`config.mk`:
```
export PLATFORM = sky130hd
export DESIGN_NAME = mu0_control
export DESIGN_NICKNAME = d
export VERILOG_FILES = /design/src/rtl/mu0_pkg.sv /design/src/rtl/mu0_stall_timer.sv /design/src/rtl/mu0_control.sv
export SDC_FILE = /design/constraint.sdc
export NUM_CORES = 1
export LEC_CHECK = 0
export BUFFER_PORTS_ARGS = -buffer_cell sky130_fd_sc_hd__buf_2
export CAP_MARGIN = 20
export CORE_AREA = 2 2 44 46
export DETAILED_ROUTE_END_ITERATION = 8
export DIE_AREA = 0 0 46 48
export PLACE_DENSITY = 0.52
export SLEW_MARGIN = 10
export SYNTH_ARGS = -nofsm -noshare
export SYNTH_HDL_FRONTEND = slang
export SYNTH_HIERARCHICAL = 1
export SYNTH_SLANG_ARGS = --single-unit
```
`constraint.sdc`:
```
create_clock -name Clk -period 2.1 [get_ports Clk]
set_clock_uncertainty 0.2 [all_clocks]
set_input_delay 0.105 -clock Clk [delete_from_list [all_inputs] [get_ports Clk]]
set_output_delay 0.105 -clock Clk [all_outputs]
set_load 0.03 [all_outputs]
```
`src/rtl/mu0_pkg.sv`:
```
// mu0_pkg: opcodes, ALU modes, FSM states and select encodings shared by the MU0 control slice.
package mu0_pkg;
  typedef enum logic [3:0] {LDA = 4'd0, STA, ADD, SUB, JMP, JGE, JNE, STP} opcode_e;
  typedef enum logic [1:0] {FETCH, EXECUTE, HALT} state_e;
  localparam logic [1:0] ALU_PASSY = 2'b00;
  localparam logic [1:0] ALU_ADD = 2'b01;
  localparam logic [1:0] ALU_INC = 2'b10;
  localparam logic [1:0] ALU_SUB = 2'b11;
  localparam logic SEL_ACC = 1'b0;
  localparam logic SEL_PC = 1'b1;
  localparam logic SEL_DIN = 1'b0;
  localparam logic SEL_IR = 1'b1;
  localparam logic ADDR_PC = 1'b0;
  localparam logic ADDR_IR = 1'b1;
  function automatic logic is_mem(input logic [3:0] f);
    return ~f[3] & ~f[2];
  endfunction
endpackage

```
`src/rtl/mu0_stall_timer.sv`:
```
// mu0_stall_timer: counts consecutive stalled memory cycles and flags a timeout on the TIMEOUT-th one.
module mu0_stall_timer #(
  parameter int TIMEOUT = 16
) (
  input  logic clk,
  input  logic rst,
  input  logic active_i,
  input  logic ready_i,
  output logic timeout_o
);
  localparam int CW = TIMEOUT > 0 ? $clog2(TIMEOUT + 1) : 1;
  logic [CW-1:0] cnt_q, cnt_d;
  logic stall;
  assign stall = active_i & ~ready_i;
  always_comb cnt_d = stall ? cnt_q + 1'b1 : '0;
  always_ff @(posedge clk)
    if (rst) cnt_q <= '0;
    else cnt_q <= cnt_d;
  // fires while the count is about to reach TIMEOUT, so the halt lands on that edge
  generate
    if (TIMEOUT > 0) begin : g_to
      assign timeout_o = stall & (cnt_q == CW'(TIMEOUT - 1));
    end else begin : g_no_to
      assign timeout_o = 1'b0;
    end
  endgenerate
endmodule

```
`src/rtl/mu0_control.sv`:
```
// mu0_control: MU0 fetch/execute sequencer with memory-ready stall and timeout halt.
// Optional MU0_CONTROL_PERF_EN adds Instr_Count/Stall_Count performance counters.
module mu0_control
  import mu0_pkg::*;
#(
  parameter int TIMEOUT = 16
) (
  input  logic        Clk,
  input  logic        Reset,
  input  logic [3:0]  F,
  input  logic        N,
  input  logic        Z,
  input  logic        Mem_Ready,
  output logic        X_sel,
  output logic        Y_sel,
  output logic        Addr_sel,
  output logic [1:0]  M,
  output logic        PC_En,
  output logic        IR_En,
  output logic        Acc_En,
  output logic        Rd,
  output logic        Wr,
  output logic        Fetch,
  output logic        Halted,
`ifdef MU0_CONTROL_PERF_EN
  output logic [15:0] Instr_Count,
  output logic [15:0] Stall_Count,
`endif
  output logic        Error
);
  state_e state_q, state_d;
  logic error_q, timeout, active;
  assign active = (state_q == FETCH) | ((state_q == EXECUTE) & is_mem(F));
  mu0_stall_timer #(.TIMEOUT(TIMEOUT)) u_timer (
    .clk(Clk), .rst(Reset), .active_i(active), .ready_i(Mem_Ready), .timeout_o(timeout)
  );
  always_comb begin
    state_d = state_q;
    X_sel = SEL_ACC;
    Y_sel = SEL_DIN;
    Addr_sel = ADDR_PC;
    M = ALU_PASSY;
    {PC_En, IR_En, Acc_En, Rd, Wr, Halted} = '0;
    case (state_q)
      FETCH: begin
        Rd = 1'b1;
        X_sel = SEL_PC;
        M = ALU_INC;
        IR_En = Mem_Ready;
        PC_En = Mem_Ready;
        state_d = Mem_Ready ? EXECUTE : FETCH;
      end
      EXECUTE: begin
        state_d = is_mem(F) & ~Mem_Ready ? EXECUTE : FETCH;
        case (F)
          LDA: begin
            Addr_sel = ADDR_IR;
            Rd = 1'b1;
            Acc_En = Mem_Ready;
          end
          STA: begin
            Addr_sel = ADDR_IR;
            Wr = 1'b1;
          end
          ADD, SUB: begin
            Addr_sel = ADDR_IR;
            Rd = 1'b1;
            M = (F == SUB) ? ALU_SUB : ALU_ADD;
            Acc_En = Mem_Ready;
          end
          JMP, JGE, JNE: begin
            Y_sel = SEL_IR;
            PC_En = (F == JMP) | ((F == JGE) & ~N) | ((F == JNE) & ~Z);
          end
          STP: state_d = HALT;
          default: ;
        endcase
      end
      HALT: Halted = 1'b1;
      default: state_d = FETCH;
    endcase
    if (timeout) state_d = HALT;
    if (Reset) {PC_En, IR_En, Acc_En, Rd, Wr, Halted} = '0;
  end
  always_ff @(posedge Clk)
    if (Reset) begin
      state_q <= FETCH;
      error_q <= 1'b0;
    end else begin
      state_q <= state_d;
      error_q <= error_q | timeout;
    end
  assign Fetch = (state_q == FETCH) & ~Reset;
  assign Error = error_q;
`ifdef MU0_CONTROL_PERF_EN
  logic [15:0] instr_q, stall_q;
  always_ff @(posedge Clk)
    if (Reset) begin
      instr_q <= '0;
      stall_q <= '0;
    end else begin
      if ((state_q == EXECUTE) && (state_d != EXECUTE)) instr_q <= instr_q + 16'd1;
      if (active && !Mem_Ready && stall_q != 16'hFFFF) stall_q <= stall_q + 16'd1;
    end
  assign Instr_Count = instr_q;
  assign Stall_Count = stall_q;
`endif
endmodule

```
After elaboration in Yosys (flattened, before gate mapping) --
Cells that the tools add are included.
Storage, ports and cells: bits in registers 8, input bits 9, output and inout port bits 13, logic and storage cells 72
Cells by class: add/subtract/negate cells 1, eq/ne operators 11, muxes and demuxes 29, bitwise operators 19, reduce and logical (&&, ||, !) cells 8
Operators with widths (count):
- $mux W1 | 21
- $eq A4 B3 Y1 const B | 4
- $and A1 B1 Y1 | 8
- $eq A4 B2 Y1 const B | 2
- $mux W2 | 4
- $not A1 Y1 | 7
- $pmux W2 S3 | 1
- $reduce_or A2 Y1 | 3
- $reduce_or A3 Y1 | 2
- $add A5 B1 Y5 const B | 1
- $eq A5 B4 Y1 const B | 1
- $eq A4 B1 Y1 const B | 1
- $logic_not A4 Y1 | 1
- $or A1 B1 Y1 | 4
- $pmux W1 S2 | 2
- $pmux W2 S2 | 1
- $reduce_or A4 Y1 | 1
- $eq A2 B1 Y1 const B | 1
- $eq A2 B2 Y1 const B | 1
- $logic_not A2 Y1 | 1
- $ne A2 B2 Y1 const B | 1

Logic depth before layout (Yosys ltp) --
word-level depth 7, gate-level depth with buffers 6, gate-level depth less buffers 6

Hierarchy --
The synthesis kept the hierarchy.
Modules (own cells, without submodules):
- mu0_control | times used 1, cells each 35, area each 285.3 µm², seq. area each 60.1 µm²
- mu0_stall_timer | times used 1, cells each 21, area each 219.0 µm², seq. area each 100.1 µm²

Worst setup path before layout --
OpenSTA, ideal clock, no wires.
kind reg-to-output, start point register state_q[0], end point output port Y_sel, arrival 1.407 ns, required time 1.795 ns, slack 0.388 ns, stages on the path, launching flop included 4, path buffers 1, path through dfxtp_1 buf_6 and4bb_4 a21boi_0
Between the ends: cells in the longest elaborated chain, start to end 2
RTL lines:
- start: declaration | RTL line mu0_control.sv:31 | state_e state_q, state_d;
- start signal: assignment | RTL line mu0_control.sv:90 | state_q <= state_d;
- $eq A2 B1 Y1 | RTL line mu0_control.sv:44 | case (state_q)
- $mux W1 | RTL line mu0_control.sv:44
- end: declaration | RTL line mu0_control.sv:15 | output logic Y_sel,
Every way passes these cells.

Worst setup path after layout --
Ends and elaborated chain as after synthesis.

==> impl_metrics.toml <==
[run_status]
outcome = "finished clean"

[layout]
fill_cells = 183
layout.area.seq_sq_um = 160
nets = 93
mostFrequentLayoutCells = "buf_2, nor2_1, dfxtp_1"
insertedDiodeCount = 0
multi_input_area_sq_um = 312
syn2layout_area_growth_pct = 30.8
final_common_cell = "buf_2"
drive_above_1_share_pct = 41.3
fin_cells = 97

[pwr]
power.density_nw_per_um2 = 537
power.leakage_nw = 0.309
worst_ir_drop_vdd_mv = 0.279

[route]
vias = 487
drt_iter0_drc = 8
viasPerCell = 5.02
drt.antenna.violating_nets = 0
firstDrtPassIters = 4
wl_per_cell_um = 11.5
wl_um = 1120
drc_errors = 0

[grt]
antenna_found_initial = 0
grt_pass1_vias = 385
grt_first_pass_wirelength_um = 1740
grt.total_usage_pct = 11.5
grt_start_max_net_pins = 14
grt.overflow.total = 0

[clocking]
numCtsBuffers = 3
cts_tree = "built"
cts_resized = 0
cts_root_buffer = "clkbuf_4"
h-tree-depth = 1
clockBufferDepth = 2
path_clk_slew_ps = 50
clk_latency_ps = 260
clock-sinks = 8

[floorplan]
initial_core_util_pct = 29.9
coreArea_sq_um = 1690
row_count = 15
die_h_um = 48
ios = 22
die_x_um = 46
dieArea_sq_um = 2210

[sta]
setup_ws_ps = 314
relSlewSlack_pct = 74.1
rsz0062_at_grt = "no"
slew_violations = 0
finalSetupTns_ps = 0
finalHoldViolCount = 0
min_period_ps = 1790
finalCritPeriodShare_pct = 85.0
tightest_slew_ps = 389
fmax_mhz = 560
setup_viol = 0

[setup_path]
timing.rr.end = "u_timer/cnt_q[2]$_SDFF_PP0_"
endpoint_kind = "output pin"
cp.required_ps = 1790
worstPathArrival_ps = 1480
critPathMaxFanout = 10
path_cells = "and4bb_4 > a21boi_0 > buf_2"
crit_slowest_cell = "dfxtp_1"
r2r_start = "state_q[0]$_SDFFE_PP0P_"
cp-start-kind = "register"
cp_top_family = "flip-flops"
slowest_delay_ps = 550
critPathKind = "reg2out"
reg2reg_depth = 4
r2r_slack_ps = 370
path_buf_inv = 1

[yosys]
yosys_register_bits = 8
synthSimpleGateAreaFrac_pct = 40.0
syn_area_per_cell_sq_um = 9.00
async_flop_share_pct = 0
synth_edf_count = 0
yosysSeqAreaShare_pct = 31.8
synthCells = 56
netlist_area_sq_um = 504
synthXorXnorAreaFrac_pct = 1.74
synthAdderAreaFrac_pct = 4.96
yosys_warnings = 6
yosys.cell_types.count = 33
synth_compound_area_share_pct = 10.9
ys.flop_type = "dfxtp_1"
mappedNetlistNets = 67
synth_mux_area_share_pct = 4.22
synth_top_family_by_area = "simple AND/OR/NAND/NOR gates"

[place]
gp_congestion = 0.733
dp_slack_ps = 362
dp_hpwl_um = 824
dpl.cell_count = 92
io_buffers = 21

[hold_path]
worstHoldStart = "F[1]"
min_delay_worst_endpoint = "state_q[1]$_SDFFE_PP0P_"
holdPathStages = 3
hold_path.class = "in2reg"

[run]
cap_violations = 0
==> cells in the mapped netlist (all sizes together), types with 2 or more instances <==
library cell | n | share of area, %
nor2 | 9 | 6.7
dfxtp | 8 | 32
buf | 3 | 4.2
inv | 3 | 2.2
nor3 | 3 | 3.0
a211oi | 2 | 3.0
and4bb | 2 | 5.7
ha | 2 | 5.0
nand3 | 2 | 2.0
nor4b | 2 | 6.5
o21ai | 2 | 2.0
==> per-stage QoR <==
step	power, mW	util (%)	hold WS [ps]	area [sq um]
after global routing	0.374	39.0	33.2	659
after floorplan	0.213	-	61.1	504
after CTS	0.362	39.0	4.79	659
after global placement	0.236	36.5	238	617
final	0.354	39.0	8.55	659
after detailed placement	0.236	36.5	237	617
==> kinds of logic (layout without fill, tap and decap cells) <==
family,Yosys count,after routing
buffers and inverters,6,30
AOI/OAI and AO/OA,8,8
adders and majority gates,2,2
muxes,2,2
xor gates and xnor gates,1,1
and+or+nand+nor,29,29
DFF,8,8
==> where the power goes <==
group          switching, mW  internal (mW)
clock                 0.0540         0.0655
sequential           0.00528          0.155
combinational         0.0448         0.0294
==> routing by layer <==
| layer | share of wire, % | vias up | global-route usage (%) |
|---|---|---|---|
| met5 | 0 | - | 0 |
| met4 | 1.2 | 0 | 8.00 |
| met3 | 4.1 | 2 | 5.66 |
| met2 | 45 | 12 | 15.6 |
| met1 | 50 | 225 | 14.3 |
| li1 | - | 248 | - |
==> registers in the layout (all words and copies together) (netlist names) <==
register       cells
state_q            2
u_timer/cnt_q      5
Error              1
==> how the worst max path moves through the flow <==
stage                                       end                         from  depth (start not counted)
finish                                    Y_sel      state_q[0]$_SDFFE_PP0P_                          3
floorplan                                 Y_sel      state_q[0]$_SDFFE_PP0P_                          3
global route        u_timer/cnt_q[2]$_SDFF_PP0_      state_q[0]$_SDFFE_PP0P_                          4
detailed placement  u_timer/cnt_q[2]$_SDFF_PP0_      state_q[0]$_SDFFE_PP0P_                          4
CTS                                       Y_sel      state_q[0]$_SDFFE_PP0P_                          3
global placement        state_q[1]$_SDFFE_PP0P_  u_timer/cnt_q[0]$_SDFF_PP0_                          6
==> repair_timing <==
item | CTS | global route
hold buffers | 2 | 0
hold endpoints to repair | 2 | 0
setup endpoints to repair | 0 | 0
setup buffers | 0 | 0
==> worst reg2reg max path, stage by stage (launching register included) <==
cell and delay, ps:
dfxtp_1 550, nand3b_1 190, o21ai_0 170, or3b_1 450
nor2_1 110
==> layout make-up <==
type,instances,share of cell area [%]
tap,17,3.23
clock buffer,3,3.42
timing repair buffer,24,20.1
inverter,3,1.71
sequential,8,24.3
multi-input combinational,42,47.2
Note: power is estimated with default switching activity, not from simulation.
